File: config.mk
export PLATFORM = sky130hd
export DESIGN_NAME = pattern_src
export DESIGN_NICKNAME = d
export VERILOG_FILES = /design/src/rtl/pattern_src_pkg.sv /design/src/rtl/pattern_src_box_mover.sv /design/src/rtl/pattern_src.sv
export SDC_FILE = /design/constraint.sdc
export NUM_CORES = 1
export LEC_CHECK = 0
export CAP_MARGIN = 20
export CORE_ASPECT_RATIO = 0.7
export CORE_MARGIN = 4
export CORE_UTILIZATION = 61
export CTS_CLUSTER_SIZE = 40
export DETAILED_ROUTE_END_ITERATION = 8
export PLACE_DENSITY = 0.87
export SLEW_MARGIN = 25
export SYNTH_ARGS = -nofsm -noshare
export SYNTH_HDL_FRONTEND = slang
export SYNTH_HIERARCHICAL = 1
export SYNTH_SLANG_ARGS = --single-unit
File: constraint.sdc
create_clock -name i_pixclk -period 8.3 [get_ports i_pixclk]
set_clock_uncertainty 0.2 [all_clocks]
set_input_delay 1.66 -clock i_pixclk [delete_from_list [all_inputs] [get_ports i_pixclk]]
set_output_delay 1.66 -clock i_pixclk [all_outputs]
set_load 0.01 [all_outputs]
File: src/rtl/pattern_src_pkg.sv
// Shared definitions for the test-pattern source: mode encoding, bar colours,
// default timing shared with the HDMI output stage, and the box axis stepper.
package pattern_src_pkg;

  localparam int unsigned HActiveDef = 640;
  localparam int unsigned VActiveDef = 480;
  // Internal coordinate width; covers rasters up to 4095 pixels per axis.
  localparam int unsigned CoordW     = 12;
  localparam int unsigned CoordW1    = CoordW + 1;

  typedef enum logic [1:0] {
    ModeBars     = 2'd0,
    ModeChecker  = 2'd1,
    ModeBox      = 2'd2,
    ModeGradient = 2'd3
  } mode_e;

  typedef struct packed {
    logic [7:0] red;
    logic [7:0] grn;
    logic [7:0] blu;
  } rgb_t;

  localparam rgb_t White = '{8'hFF, 8'hFF, 8'hFF};
  localparam rgb_t Black = '{8'h00, 8'h00, 8'h00};
  localparam rgb_t BoxBg = '{8'h00, 8'h00, 8'h80};

  // Left to right: white, yellow, cyan, green, magenta, red, blue, black.
  localparam rgb_t BarTable [8] = '{
    '{8'hFF, 8'hFF, 8'hFF},
    '{8'hFF, 8'hFF, 8'h00},
    '{8'h00, 8'hFF, 8'hFF},
    '{8'h00, 8'hFF, 8'h00},
    '{8'hFF, 8'h00, 8'hFF},
    '{8'hFF, 8'h00, 8'h00},
    '{8'h00, 8'h00, 8'hFF},
    '{8'h00, 8'h00, 8'h00}
  };

  typedef struct packed {
    logic [CoordW-1:0] pos;
    logic              fwd;
  } axis_t;

  // One frame of bouncing-box motion along one axis; reverses at 0 and lim.
  function automatic axis_t axis_step(input logic [CoordW-1:0] pos,
                                      input logic              fwd,
                                      input logic [CoordW-1:0] lim,
                                      input logic [CoordW-1:0] step);
    axis_t nxt;
    nxt.fwd = fwd;
    nxt.pos = fwd ? pos + step : pos - step;
    if (fwd && pos == lim) begin
      nxt.fwd = 1'b0;
      nxt.pos = pos - step;
    end else if (!fwd && pos == '0) begin
      nxt.fwd = 1'b1;
      nxt.pos = step;
    end
    return nxt;
  endfunction

endpackage

File: src/rtl/pattern_src_box_mover.sv
// Bouncing-box position and direction; moves one step per frame-end strobe.
// Exposes next-state position so the parent can colour pixels without lag.
module box_mover
  import pattern_src_pkg::*;
#(
  parameter int unsigned H_ACTIVE = HActiveDef,
  parameter int unsigned V_ACTIVE = VActiveDef,
  parameter int unsigned BOX      = 64,
  parameter int unsigned STEP     = 2
) (
  input  logic              clk_i,
  input  logic              rst_ni,
  input  logic              frame_end_i,
  output logic [CoordW-1:0] bx_next_o,
  output logic [CoordW-1:0] by_next_o
);

  localparam logic [CoordW-1:0] XLim  = CoordW'(H_ACTIVE - BOX);
  localparam logic [CoordW-1:0] YLim  = CoordW'(V_ACTIVE - BOX);
  localparam logic [CoordW-1:0] StepC = CoordW'(STEP);

  logic [CoordW-1:0] bx_q, bx_d, by_q, by_d;
  logic              dx_q, dx_d, dy_q, dy_d;
  axis_t             nx, ny;

  always_comb begin
    nx   = axis_step(bx_q, dx_q, XLim, StepC);
    ny   = axis_step(by_q, dy_q, YLim, StepC);
    bx_d = bx_q;
    dx_d = dx_q;
    by_d = by_q;
    dy_d = dy_q;
    if (frame_end_i) begin
      bx_d = nx.pos;
      dx_d = nx.fwd;
      by_d = ny.pos;
      dy_d = ny.fwd;
    end
  end

  always_ff @(posedge clk_i) begin
    if (!rst_ni) begin
      bx_q <= '0;
      by_q <= '0;
      dx_q <= 1'b1;
      dy_q <= 1'b1;
    end else begin
      bx_q <= bx_d;
      by_q <= by_d;
      dx_q <= dx_d;
      dy_q <= dy_d;
    end
  end

  assign bx_next_o = bx_d;
  assign by_next_o = by_d;

endmodule

File: src/rtl/pattern_src.sv
// Test-pattern pixel source: tracks the raster position and emits the colour
// of the current pixel, registered from next-state so reads see no latency.
module pattern_src
  import pattern_src_pkg::*;
#(
  parameter int unsigned H_ACTIVE = HActiveDef,
  parameter int unsigned V_ACTIVE = VActiveDef,
  parameter int unsigned BOX      = 64,
  parameter int unsigned STEP     = 2
) (
  input  logic       i_pixclk,
  input  logic       i_reset_n,
  input  logic [1:0] i_mode,
  input  logic       i_rd,
  input  logic       i_newline,
  input  logic       i_newframe,
  output logic [7:0] o_red,
  output logic [7:0] o_grn,
  output logic [7:0] o_blu,
  output logic [7:0] o_frame
);

  localparam logic [CoordW-1:0] XMax  = CoordW'(H_ACTIVE - 1);
  localparam logic [CoordW-1:0] YMax  = CoordW'(V_ACTIVE - 1);
  localparam logic [CoordW-1:0] BarW  = CoordW'(H_ACTIVE / 8);
  localparam logic [CoordW:0]   BoxSz = CoordW1'(BOX);

  logic [CoordW-1:0] x_q, x_d, y_q, y_d;
  logic [CoordW-1:0] bx_n, by_n;
  logic [CoordW:0]   box_x_end, box_y_end;
  logic [2:0]        bar_idx;
  logic [7:0]        frame_q, frame_d;
  logic              frame_end, in_box;
  mode_e             mode_q, mode_d;
  rgb_t              rgb_q, rgb_d;

  assign frame_end = i_rd & i_newframe;

  box_mover #(
    .H_ACTIVE (H_ACTIVE),
    .V_ACTIVE (V_ACTIVE),
    .BOX      (BOX),
    .STEP     (STEP)
  ) u_box_mover (
    .clk_i       (i_pixclk),
    .rst_ni      (i_reset_n),
    .frame_end_i (frame_end),
    .bx_next_o   (bx_n),
    .by_next_o   (by_n)
  );

  // Raster position, frame count and latched mode.
  always_comb begin
    x_d     = x_q;
    y_d     = y_q;
    mode_d  = mode_q;
    frame_d = frame_q;
    if (i_rd) begin
      if (i_newframe) begin
        x_d     = '0;
        y_d     = '0;
        mode_d  = mode_e'(i_mode);
        frame_d = frame_q + 8'd1;
      end else if (i_newline) begin
        x_d = '0;
        if (y_q != YMax) y_d = y_q + CoordW'(1);
      end else if (x_q != XMax) begin
        x_d = x_q + CoordW'(1);
      end
    end
  end

  // Colour of the pixel the counters will hold after this edge.
  always_comb begin
    bar_idx   = 3'(x_d / BarW);
    box_x_end = {1'b0, bx_n} + BoxSz;
    box_y_end = {1'b0, by_n} + BoxSz;
    in_box    = (x_d >= bx_n) && ({1'b0, x_d} < box_x_end) &&
                (y_d >= by_n) && ({1'b0, y_d} < box_y_end);
    rgb_d     = Black;
    unique case (mode_d)
      ModeBars:     rgb_d = BarTable[bar_idx];
      ModeChecker:  rgb_d = (x_d[5] ^ y_d[5]) ? Black : White;
      ModeBox:      rgb_d = in_box ? White : BoxBg;
      ModeGradient: rgb_d = '{x_d[7:0], y_d[7:0], frame_d};
    endcase
  end

  always_ff @(posedge i_pixclk) begin
    if (!i_reset_n) begin
      x_q     <= '0;
      y_q     <= '0;
      mode_q  <= ModeBars;
      frame_q <= '0;
      rgb_q   <= '0;
    end else begin
      x_q     <= x_d;
      y_q     <= y_d;
      mode_q  <= mode_d;
      frame_q <= frame_d;
      rgb_q   <= rgb_d;
    end
  end

  assign o_red   = rgb_q.red;
  assign o_grn   = rgb_q.grn;
  assign o_blu   = rgb_q.blu;
  assign o_frame = frame_q;

endmodule

==> metrics.csv <==
stage,metric,value,unit
placement,io_buffer_count,38,
critical_path,slowest_delay,0.78,ns
critical_path,crit_cells,20,
global_route,grt_pass1_wl,28.9,mm
power,power_density,137,nW/um^2
detailed_routing,firstDrtPassIters,5,
critical_path,critPathArrivalTime,6.86,ns
cts,clkLatencyLatePin,0.34,ns
hold_path,hp-class,flip-flop to flip-flop,
cts,cts-buffers-inserted,9,
flow_run,drv_cap,0,
synth,syn_nets,862,
power,p_switching,0.259,mW
cts,clkTransAtPathRegs,0.06,ns
power,p_leak,2.67,nW
critical_path,path_common_cell,nand2_1,
power,intPower,0.708,mW
floorplanning,core.rowCount,30,
synth,yosys_warnings,6,
detailed_routing,viasPerCell,6.63,
floorplanning,initial_core_util,0.641,
hold_path,hold_start,u_box_mover/bx_q[0],
critical_path,reg2reg_depth,18,
detailed_routing,wirelength,17.3,mm
synth,synth_area,6350,sq um
critical_path,timing.rr.start,u_box_mover/dy_q,
synth,avgSynthCellArea,7.84,sq um
cts,ctsResizeCount,0,
critical_path,start_kind,input port,
timing,whs,0.330,ns
synth,yosys.cell_types.count,88,
detailed_routing,wl_per_cell,18.1,um
finish,layout-drive-gt1-share,0.0834,
floorplanning,dieHeight,93.3,um
critical_path,crit_type,input port to flip-flop,
detailed_routing,drc,0,
detailed_routing,dr_total_vias,6331,
power,seqPwrFrac,0.448,
finish,antenna-diode-count,0,
cts,cts_sinks,84,
global_route,grt_max_degree,44,
timing,slew-limit-headroom,0.499,
synth,synth_flop_cell,dfxtp_1,
finish,nets,874,
critical_path,critPathSlowestCell,clkdlybuf4s50_1,
critical_path,worstPathRequired,8.38,ns
detailed_routing,drtIter0Drc,629,
timing,rsz0062_at_grt,no,
synth,synth_seq_cells,84,
cts,ctsRootBufferMaster,clkbuf_16,
finish,layout_common_cells,"84 x dfxtp_1, 83 x nor2_1, 62 x nand2_1, 45 x ha_1, 41 x inv_1",
finish,syn_to_final_growth,10.9,%
critical_path,worstSetupStartpoint,i_newframe,
global_route,grt_pass1_vias,5854,
floorplanning,core,9910,sq um
cts,cts_setup_buffers,0,
cts,cts_tree,yes,
power,p_clk_frac,0.404,
hold_path,min_delay_path_depth,1,
timing,min_period_over_period,0.816,
timing,period_needed,6.77,ns
floorplanning,io_pins,39,
outcome,status,finished clean,
cts,htreeDepth,3,
power,power_frac_comb,0.148,
cts,cts-hold-fix-buffers,0,
floorplanning,dieWidth,130,um
cts,cts_buffer_depth,2,
synth,ys_seq_area_frac,0.265,
synth,postSynthCellCount,810,
critical_path,end_kind,flip-flop,
timing,slew_violations,0,
global_route,overflow,0,
finish,fillers,819,
synth,synth_edf_count,0,
detailed_routing,ant_nets,0,
placement,gp_congestion,0.918,
critical_path,crit_fanout,16,
timing,finalSetupTns,0,ns
synth,synthArstFlopShare,0,
floorplanning,die_area,12100,sq um
timing,fmax,148,MHz
power,ir_worst_vdd,0.109,mV
critical_path,path_buf_inv,4,
power,total_power,0.967,mW
critical_path,path_delay_family,compound AO/OA/AOI/OAI gates,
global_route,antenna_found_initial,0,
critical_path,path_cells,clkdlybuf4s50_1 -> and2_2 -> inv_1 -> buf_4 -> or4b_1 -> nand2_1 -> ha_1 -> nand3_1 -> xnor2_1 -> ha_1 -> a2111oi_0 -> nor2_1 -> a2111oi_0 -> a21boi_0 -> o211ai_1 -> o32ai_1 -> buf_4 -> nand2_1 -> a221o_1 -> nand2_1,
timing,tightest_slew,0.746,ns
finish,final_common_cell,dfxtp_1,
placement,dpl.hpwl,12.9,mm
timing,hold_viol,0,
power,switching_share,0.268,
global_route,gr-usage-all-layers,0.293,
timing,setup_viol,0,
==> Yosys cell counts, types with 11 or more instances <==
| cell type | n | area [sq um] |
|---|---|---|
| a21oi_1 | 35 | 175 |
| a31oi_1 | 11 | 68.8 |
| and2_1 | 24 | 150 |
| and3_1 | 12 | 75.1 |
| clkbuf_1 | 32 | 120 |
| dfxtp_1 | 84 | 1680 |
| ha_1 | 45 | 563 |
| inv_1 | 41 | 154 |
| nand2_1 | 62 | 233 |
| nand3_1 | 36 | 180 |
| nand4_1 | 20 | 125 |
| nor2_1 | 83 | 312 |
| nor3_1 | 34 | 170 |
| nor4_1 | 13 | 81.3 |
| o21a_1 | 16 | 120 |
| o21ai_0 | 34 | 170 |
| or3_1 | 12 | 75.1 |
| xnor2_1 | 19 | 166 |
| xor2_1 | 14 | 123 |
==> through the flow <==
stage                     utilization  area [sq um]  cells  worst slack [ns]
final                           0.710          7040    955              1.53
after CTS                       0.710          7040    955              1.66
after global routing            0.710          7040    955              1.22
after detailed placement        0.681          6740    939              1.36
after global placement          0.681          6740    939              1.62
after floorplan                     -          6350    810              1.07
==> worst reg2reg max path: cells and delay by family, from the launching register on <==
kind                       cells  cell delay, ns
and+or+nand+nor                7            1.32
adders and majority gates      2            0.46
xor gates and xnor gates       1            0.07
DFF                            1            0.50
AOI/OAI and AO/OA              7            2.59
buffers and inverters          1            0.20
==> per-layer routing <==
layer  vias up  routed length (um)  GRT usage
li1       3009                   -          -
met1      2958                7570      0.406
met2       332                7680      0.446
met3        32                1730     0.0776
met4         0                 315     0.0882
met5         -                   0          0
==> cells by family (layout without fill, tap and decap cells) <==
family	Yosys count	in the layout	synth area share
xor+xnor	33	33	0.0455
flops	84	84	0.265
fa+ha+maj	45	45	0.0887
compound gates	189	189	0.218
simple gates	354	354	0.301
mux	15	15	0.0246
buf+inv	90	107	0.0572
==> layout make-up <==
type / instances / area, sq um / share of cell area
repair buffers: 43 / 418 / 0.0594
clock buffers: 11 / 253 / 0.0359
clock inverters: 5 / 40.0 / 0.00569
multi-input cells: 636 / 4300 / 0.612
flip-flops and latches: 84 / 1680 / 0.239
inverters: 48 / 180 / 0.0256
well taps: 128 / 160 / 0.0228
==> final timing paths <==
check                   endpoint  slack [ns]
min reg2reg  u_box_mover/bx_q[0]        0.33
min          u_box_mover/bx_q[0]        0.33
max                     o_blu[2]        1.53
max reg2reg             o_blu[2]        2.92
==> power by group through the flow <==
stage | clock (mW) | combinational (mW) | sequential, mW
6_report | 0.391 | 0.143 | 0.433
5_1_grt | 0.412 | 0.156 | 0.435
4_1_cts | 0.395 | 0.142 | 0.433
3_5_place_dp | 0 | 0.140 | 0.442
3_3_place_gp | 0 | 0.136 | 0.443
2_1_floorplan | 0 | 0.0772 | 0.446
==> state kept, by name (all words and copies together) (netlist names) <==
name,cells
y_q,12
o_grn,8
u_box_mover/bx_q,12
mode_q,2
x_q,12
u_box_mover/by_q,12
o_blu,8
o_red,8
o_frame,8
u_box_mover/dy_q,1
u_box_mover/dx_q,1
No activity file was read; power rests on OpenSTA's default activity.
